===== config.mk =====
export PLATFORM = sky130hd
export DESIGN_NAME = dcs_host_driver
export DESIGN_NICKNAME = d
export VERILOG_FILES = /design/src/rtl/dcs_host_driver.sv
export SDC_FILE = /design/constraint.sdc
export NUM_CORES = 2
export LEC_CHECK = 0
export CELL_PAD_IN_SITES_DETAIL_PLACEMENT = 1
export CELL_PAD_IN_SITES_GLOBAL_PLACEMENT = 1
export CORE_MARGIN = 4
export CORE_UTILIZATION = 40
export DETAILED_ROUTE_END_ITERATION = 10
export DONT_BUFFER_PORTS = 1
export HOLD_SLACK_MARGIN = 0.08
export PLACE_DENSITY_LB_ADDON = 0.1
export SYNTH_ARGS = -nofsm -noshare
export SYNTH_HDL_FRONTEND = slang
export SYNTH_SLANG_ARGS = --single-unit

===== constraint.sdc =====
create_clock -name clk -period 3.5 [get_ports clk]
set_input_delay 0.7 -clock clk [delete_from_list [all_inputs] [get_ports clk]]
set_output_delay 0.7 -clock clk [all_outputs]
set_load 0.03 [all_outputs]

===== src/rtl/dcs_host_driver.sv =====
// rtl/dcs_host_driver.sv - host-side job buffer, burst driver and result collector for the DCSformer attention core
//
// Buffers one 136-byte job (8x16 matrix then 8 weights) from an upstream byte
// stream, replays the matrix as a gap-free 128-beat i_valid burst, waits for
// the core's w_ready pulse, replays the weights as an 8-beat w_valid burst,
// captures the eight 32-bit results and presents them downstream in row order.
//
// Ports:
//   clk, rst_n                 clock, asynchronous active-low reset
//   s_valid/s_data/s_ready     upstream job bytes in
//   i_valid/i_data             core matrix beats out
//   w_ready                    core weight-request pulse in
//   w_valid/w_data             core weight beats out
//   o_valid/o_data             core result words in
//   r_valid/r_data/r_last/r_ready  downstream result words out
//   err, err_clr               sticky timeout flag and its synchronous clear
module dcs_host_driver #(
    parameter int TIMEOUT = 256
) (
    input  logic        clk,
    input  logic        rst_n,
    input  logic        s_valid,
    input  logic [7:0]  s_data,
    output logic        s_ready,
    output logic        i_valid,
    output logic [7:0]  i_data,
    input  logic        w_ready,
    output logic        w_valid,
    output logic [7:0]  w_data,
    input  logic        o_valid,
    input  logic [31:0] o_data,
    output logic        r_valid,
    output logic [31:0] r_data,
    output logic        r_last,
    input  logic        r_ready,
    output logic        err,
    input  logic        err_clr
);

    localparam int TW = (TIMEOUT > 2) ? $clog2(TIMEOUT) : 1;
    localparam logic [TW-1:0] TMO_LAST = TW'(TIMEOUT - 1);

    typedef enum logic [2:0] {
        LOAD,
        STREAM_I,
        WAIT_W,
        STREAM_W,
        COLLECT,
        DRAIN
    } state_t;

    state_t        state_q, state_d;
    logic [7:0]    cnt_q, cnt_d;
    logic [TW-1:0] tmo_q, tmo_d;
    logic          abort;

    logic          s_ready_q, s_ready_d;
    logic          i_valid_q, i_valid_d;
    logic [7:0]    i_data_q, i_data_d;
    logic          w_valid_q, w_valid_d;
    logic [7:0]    w_data_q, w_data_d;
    logic          r_valid_q, r_valid_d;
    logic [31:0]   r_data_q, r_data_d;
    logic          r_last_q, r_last_d;
    logic          err_q, err_d;

    // Job buffer: matrix at 0..127, weights at 128..135. Result buffer: one word per row.
    logic [7:0]    jobmem_q [0:135];
    logic [31:0]   res_q [0:7];

    logic          job_we;
    logic          res_we;

    // Accept is qualified by the registered s_ready, so nothing is taken in the
    // first cycle after reset while s_ready is still low.
    assign job_we = (state_q == LOAD) && s_valid && s_ready_q;
    assign res_we = (state_q == COLLECT) && o_valid;

    always_comb begin
        state_d = state_q;
        cnt_d   = cnt_q;
        tmo_d   = tmo_q;
        abort   = 1'b0;

        case (state_q)
            LOAD: begin
                if (job_we) begin
                    if (cnt_q == 8'd135) begin
                        state_d = STREAM_I;
                        cnt_d   = 8'd0;
                    end else begin
                        cnt_d = cnt_q + 8'd1;
                    end
                end
            end
            STREAM_I: begin
                if (cnt_q == 8'd127) begin
                    state_d = WAIT_W;
                    cnt_d   = 8'd0;
                end else begin
                    cnt_d = cnt_q + 8'd1;
                end
            end
            WAIT_W: begin
                // A request arriving on the last allowed cycle still counts as progress.
                if (w_ready) begin
                    state_d = STREAM_W;
                    cnt_d   = 8'd0;
                end else if (tmo_q == TMO_LAST) begin
                    abort = 1'b1;
                end else begin
                    tmo_d = tmo_q + 1'b1;
                end
            end
            STREAM_W: begin
                if (cnt_q == 8'd7) begin
                    state_d = COLLECT;
                    cnt_d   = 8'd0;
                end else begin
                    cnt_d = cnt_q + 8'd1;
                end
            end
            COLLECT: begin
                if (o_valid) begin
                    tmo_d = '0;
                    if (cnt_q == 8'd7) begin
                        state_d = DRAIN;
                        cnt_d   = 8'd0;
                    end else begin
                        cnt_d = cnt_q + 8'd1;
                    end
                end else if (tmo_q == TMO_LAST) begin
                    abort = 1'b1;
                end else begin
                    tmo_d = tmo_q + 1'b1;
                end
            end
            DRAIN: begin
                if (r_valid_q && r_ready) begin
                    if (cnt_q == 8'd7) begin
                        state_d = LOAD;
                        cnt_d   = 8'd0;
                    end else begin
                        cnt_d = cnt_q + 8'd1;
                    end
                end
            end
            default: begin
                state_d = LOAD;
                cnt_d   = 8'd0;
            end
        endcase

        if (abort) begin
            state_d = LOAD;
            cnt_d   = 8'd0;
        end

        if (state_d != state_q) begin
            tmo_d = '0;
        end

        // Outputs are registered images of the next state and next beat index,
        // so each burst starts the cycle after the transition edge.
        s_ready_d = (state_d == LOAD);
        i_valid_d = (state_d == STREAM_I);
        i_data_d  = i_valid_d ? jobmem_q[cnt_d] : 8'd0;
        w_valid_d = (state_d == STREAM_W);
        w_data_d  = w_valid_d ? jobmem_q[cnt_d + 8'd128] : 8'd0;
        r_valid_d = (state_d == DRAIN);
        r_data_d  = r_valid_d ? res_q[cnt_d[2:0]] : 32'd0;
        r_last_d  = r_valid_d && (cnt_d == 8'd7);
        // A timeout in the same cycle as err_clr keeps the flag set.
        err_d     = abort || (err_q && !err_clr);
    end

    always_ff @(posedge clk or negedge rst_n) begin
        if (!rst_n) begin
            state_q   <= LOAD;
            cnt_q     <= 8'd0;
            tmo_q     <= '0;
            s_ready_q <= 1'b0;
            i_valid_q <= 1'b0;
            i_data_q  <= 8'd0;
            w_valid_q <= 1'b0;
            w_data_q  <= 8'd0;
            r_valid_q <= 1'b0;
            r_data_q  <= 32'd0;
            r_last_q  <= 1'b0;
            err_q     <= 1'b0;
        end else begin
            state_q   <= state_d;
            cnt_q     <= cnt_d;
            tmo_q     <= tmo_d;
            s_ready_q <= s_ready_d;
            i_valid_q <= i_valid_d;
            i_data_q  <= i_data_d;
            w_valid_q <= w_valid_d;
            w_data_q  <= w_data_d;
            r_valid_q <= r_valid_d;
            r_data_q  <= r_data_d;
            r_last_q  <= r_last_d;
            err_q     <= err_d;
        end
    end

    // Storage arrays carry no reset; their contents are only read after being written.
    always_ff @(posedge clk) begin
        if (job_we) begin
            jobmem_q[cnt_q] <= s_data;
        end
        if (res_we) begin
            res_q[cnt_q[2:0]] <= o_data;
        end
    end

    assign s_ready = s_ready_q;
    assign i_valid = i_valid_q;
    assign i_data  = i_data_q;
    assign w_valid = w_valid_q;
    assign w_data  = w_data_q;
    assign r_valid = r_valid_q;
    assign r_data  = r_data_q;
    assign r_last  = r_last_q;
    assign err     = err_q;

endmodule


* Word level (Yosys, flattened, before mapping)
Memories as Yosys holds them, arrays and structs flattened.
Index checks and enable logic that the tools add are counted.
** Operators by class
- Add/sub/neg operators :: 3
- Equality and inequality tests :: 15
- Multiplexer cells :: 36
- Reductions and logical operators :: 12
** Operators with widths (count)
- 2-to-1 mux 8 bit :: 14
- case mux 8 bit (6 select lines) :: 1
- 2-to-1 mux 32 bit :: 1
- 2-to-1 mux 3 bit :: 10
- case mux 3 bit (6 select lines) :: 1
- adder 8 x 1 -> 8 bit (second input constant) :: 2
- == test 8 x 3 -> 1 bit (second input constant) :: 2
- == test 8 bit (second input constant) :: 2
- case mux 8 bit (2 select lines) :: 1
- == test 3 x 2 -> 1 bit (second input constant) :: 3
- == test 3 bit (second input constant) :: 3
- adder 8 bit (second input constant) :: 1
- == test 8 x 7 -> 1 bit (second input constant) :: 1
- 2-to-1 mux 1 bit :: 7
- == test 3 x 1 -> 1 bit (second input constant) :: 2
- logical AND 1 bit :: 6
- zero test 3 bit :: 2
- inequality test 3 bit :: 1
- inequality test 3 bit (second input constant) :: 1
- nonzero test 3 bit :: 1
- case mux 1 bit (2 select lines) :: 1
- AND reduction 2 bit :: 1
- zero test 1 bit :: 1
- logical OR 1 bit :: 1
** Storage, ports and cells
- Register bits after elaboration :: 73
- RAM bits :: 1344
- Bits of input ports :: 47
- Output and inout bits :: 54
- Word-level logic and storage cells :: 80
- Memories kept :: 2
** Memories
- jobmem_q :: depth 136, bits a word 8, read ports 2, clocked after memory_dff 0, write ports 1, RTL line 68 : logic [7:0] jobmem_q [0:135];
- res_q :: depth 8, bits a word 32, read ports 1, clocked after memory_dff 0, write ports 1, RTL line 69 : logic [31:0] res_q [0:7];

* Longest topological paths before layout
- Depth after elaboration :: 9
- Gate-level depth with buffers :: 20
- Mapped depth without buffers :: 14

* Worst setup path before layout
No wires, ideal clock.
- Path kind :: input-to-reg
- From :: in o_valid
- To :: mem res_q[4][0], enable pin
- Setup time :: 461 ps
- Arrival :: 3273 ps
- Required time :: 3039 ps
- Setup slack :: -234 ps
- Stages on the path :: 3
- Path buffers :: 0
- Cell sequence :: and4bb_4 -> nand2_1 -> nor3_1
** Between the ends
- Cells in the longest elaborated chain, start to end :: 3
** Ends and longest elaborated chain
- start, declared :: RTL line 30 : input logic o_valid,
- logical AND 1 bit :: RTL line 77 : assign res_we = (state_q == COLLECT) && o_valid;
- 2-to-1 mux 1 bit :: RTL line 212 : if (res_we) begin
- 2-to-1 mux 1 bit (not written as such) :: RTL line 213 : res_q[cnt_q[2:0]] <= o_data;
- end, declared :: RTL line 69
Every way passes these cells.

* Worst setup path after layout
- From :: reg state_q[2]
- To :: reg i_data_q[1] (netlist: i_data[1])
** Between the ends
- Cells in the longest elaborated chain, start to end :: 8
- Elaborated cells on any way between the ends :: 26
- Classes of those cells :: 6 x eq/ne; 16 x mux; 3 x reduce/logical; 1 x memory
** Ends and longest elaborated chain
- start, declared :: RTL line 52 : state_t state_q, state_d;
- start signal, assigned :: RTL line 192 : state_q <= state_d;
- zero test 3 bit :: RTL line 76, 85
- logical AND 1 bit (2 in series) :: RTL line 76 : assign job_we = (state_q == LOAD) && s_valid && s_ready_q;
- 2-to-1 mux 8 bit or 2-to-1 mux 3 bit (tied branches) :: RTL line 87 : if (job_we) begin
- case mux 8 bit (6 select lines) or case mux 3 bit (6 select lines) (tied branches) :: RTL line 85 : case (state_q)
- 2-to-1 mux 8 bit or 2-to-1 mux 3 bit (tied branches) :: RTL line 154 : if (abort) begin
- memory (136 x 8 bit) or == test 3 x 1 -> 1 bit (tied branches)
- 2-to-1 mux 8 bit * :: RTL line 167 : i_data_d = i_valid_d ? jobmem_q[cnt_d] : 8'd0;
- net i_data_d[1] :: RTL line 59 : logic [7:0] i_data_q, i_data_d;
- end signal, assigned :: RTL line 197 : i_data_q <= i_data_d;
- end, declared :: RTL line 59
The timed path passes the listed nets; every way through them passes the cells marked *.
A chain may end at the register's enable or synchronous reset.

==> flow_summary.toml <==
[cts]
cts-buffers-inserted = 156
clk_latency_ns = 0.79
htreeDepth = 4
clock_tree_from_tritoncts = "built"
clock-sinks = 1417
library_cell_used_as_clock_root_buffer = "clkbuf_16"
cts.reportedPaths.clkPinSlew_ns = 0.06
cts_max_path_buffers = 3

[power_and_ir_drop]
power-per-cell-area_nw_per_um2 = 822
vdd_ir_drop_max_mv = 0.451
share_clk_of_total_power_pct = 27.6
power_leakage_nw = 25.5
netSwitchingFraction_pct = 36.9
comb_power_share_pct = 40.1
intPower_mw = 36.9
power.switching_mw = 21.6
seq_power_share_pct = 32.2

[die]
initial_core_util_pct = 40.2
design.core.area_um2 = 141000
die-area_um2 = 148000
boundaryPins = 101
die_w_um = 385
fp.dieH_um = 385
std_cell_rows = 138

[routing]
viasPerCell = 5.79
drt_first_iter_violations = 3761
drcViolationCount = 0
drt_pass1_iterations = 5
routed_wirelength_um = 213000
dr_total_vias = 39426
drt-wirelength-per-cell_um = 31.3
ant_nets = 0

[critical_path]
regToRegSetupSlack_ns = -0.87
worstPathArrival_ns = 4.99
cp-end-kind = "register"
timing.rr.start = "state_q[2]"
cp_max_fo = 11
slowest_stage = "a311o_4"
cells_along_the_critical_path = "buf_6 > and3b_2 > a311o_4 > a221oi_4 > a21boi_4 > o21ai_4 > buf_12 > inv_16 > buf_6 > buf_6 > buf_4 > mux2i_1 > a221o_1 > nand4_1 > o211ai_1 > o221ai_4 > nor2_2 > a211oi_2"
critical_path.startpoint = "state_q[2]"
cpLargestDelayFamily = "compound AO/OA/AOI/OAI gates"
max_stage_delay_ns = 0.42
critical_path.n_buffers_inverters = 6
crit_path_start_kind = "register"
crit_type = "reg -> reg"
timing.critical_path.required_ns = 4.13
cp_common_cell = "buf_6"

[timing]
max_slew_margin_pct = 21.6
layout_worst_path_cycle_share_pct = 125
worstMarginPinSlew_ns = 1.17
unrepaired_setup_endpoints_after_global_routing = "true"
fmaxAchievable_ghz = 0.229
period_needed_ns = 4.37
finalSetupViolCount = 16
clock_skew_ns = 0.0289
count_of_pins_over_their_slew_limit = 0
report.final.hold_viol_count = 0
finalWorstSetupSlack_ns = -0.865

[synth]
synthDominantCellAreaShare_pct = 71.0
async_flop_share_pct = 5.15
synth_area_leaders = "edfxtp_1 (71%), nand2_1 (6.1%), nand3_1 (3.7%), dfrtp_1 (3.2%), mux2i_1 (2.9%)"
synth_cell_type_count = 90
synthesis.area_um2 = 56800
syn_nets = 4186
avg_synthesized_cell_area_um2 = 13.7
synth_cells = 4134
ys.warnings.count = 0
postSynth.topFlopCell = "edfxtp_1"
dominant_cell_type_by_area_after_synthesis = "edfxtp_1"
synth-edff-count = 1344
synth_sequential_area_ratio_pct = 74.2
ys_seq_elements = 1417

[hold_path]
worstHoldStart = "s_data[0]"
holdCritPathClass = "in -> reg"

[place]
place_worst_setup_slack_ns = -1.28
gp_routability_congestion = 0.968
port-buffer-count = 0
place.detailed.instances = 6403
hpwl_um = 130000

[global_routing]
first_pass_grt_wire_length_um = 301000
grt_pass1_vias = 40050
grt-ovfl-total = 0
grt.total_usage_pct = 28.6
grt_max_degree = 127
antenna_found_initial = 8

[job]
maxCapViolations = 0

[finish]
nNetsFinal = 4841
layoutNonFillerInstCount = 6809
filler_cell_count = 13941
areaGrowthSynthToFinish_pct = 25.1
layout_commonest_cell = "edfxtp_1"
most-common-layout-cells = "edfxtp_1 (1344), nand2_1 (922), buf_4 (576)"
share_of_cells_above_drive_strength_1_pct = 22.5

[status]
status = "finished with violations"
violations = "negative setup slack"
==> flip-flops by register name (all words and copies together), names as in the netlist, 3 cells and up <==
name,flops
w_data,8
jobmem_q,1088
r_data,32
state_q,3
tmo_q,8
cnt_q,8
i_data,8
res_q,256
==> path summary, 6_finish.rpt <==
kind                                     to  cells after the start
max                               i_data[1]                     18
min                        jobmem_q[127][0]                      0
max reg2reg                       i_data[1]                     18
min reg2reg                        tmo_q[0]                      2
max in group asynchronous        state_q[0]                      2
min in group asynchronous        r_data[17]                      2
==> cell type report <==
type,count,area [um^2],area share [%]
clock inverter,87,790,1.11
multi-input combinational,2434,14100,19.8
tap,1890,2360,3.33
sequential,1417,42200,59.3
antenna,4,10.0,0.0141
inverter,26,148,0.208
timing repair buffer,753,7300,10.3
timing repair inverter,1,11.3,0.0158
clock buffer,197,4190,5.90
==> cells by family (layout without fill, tap and decap cells) <==
logic type               Yosys count  count (layout)  share of synthesized area (%)
AO/OA/AOI/OAI                    536             536                           6.50
XOR/XNOR                           4               4                         0.0617
buffers and inverters            283            1064                           2.29
AND/OR/NAND/NOR                 1686            1686                           12.8
multiplexers                     203             203                           3.99
adder cells (fa/ha/maj)            5               5                          0.110
flip-flops                      1417            1417                           74.2
other                              0               4                              0
==> power by group through the flow <==
stage          combinational, mW  sequential (mW)  clock, mW
2_1_floorplan               10.0             19.2          0
3_3_place_gp                20.2             19.2          0
3_5_place_dp                20.3             19.2          0
4_1_cts                     22.5             18.8       16.4
5_1_grt                     24.4             18.9       17.1
6_report                    23.5             18.8       16.1
==> through the flow <==
stage	util, %	hold WS, ns	TNS [ns]	instance area [um^2]	total power, mW
after global placement	44.9	0.407	-26.29	63500	39.3
after global routing	50.3	0.103	-12.27	71100	60.4
final	50.3	0.207	-10.80	71100	58.5
after detailed placement	44.9	0.406	-29.96	63500	39.5
after CTS	49.9	0.0810	-9.47	70600	57.7
after floorplan	-	0.404	-0.325	57100	29.2
==> cell usage after synthesis (25+ instances only) <==
| library cell | number |
|---|---|
| a211oi_1 | 33 |
| nand3_1 | 419 |
| mux2i_1 | 167 |
| nand4_1 | 25 |
| a21oi_1 | 160 |
| clkbuf_1 | 96 |
| o21ai_0 | 52 |
| edfxtp_1 | 1344 |
| nand2_1 | 926 |
| buf_2 | 116 |
| o211ai_1 | 28 |
| and3_1 | 38 |
| a31oi_1 | 70 |
| a311oi_1 | 26 |
| nor2_1 | 196 |
| dfrtp_1 | 73 |
==> what timing repair did <==
action	CTS	global route
hold endpoints to repair	998	0
gates resized for setup	151	80
pin swaps	27	38
gates cloned	7	5
endpoints found under the setup margin	49	48
hold buffers	62	0
buffers inserted	37	11
==> metal layers <==
| layer | global-route usage, % | vias to the layer above | wire, um |
|---|---|---|---|
| met5 | 0 | - | 34 |
| met4 | 10.2 | 6 | 7760 |
| met2 | 45.2 | 1515 | 98900 |
| met1 | 39.3 | 20681 | 90400 |
| met3 | 5.90 | 386 | 15900 |
| li1 | - | 16838 | - |
Note: power is estimated with default switching activity, not from simulation.
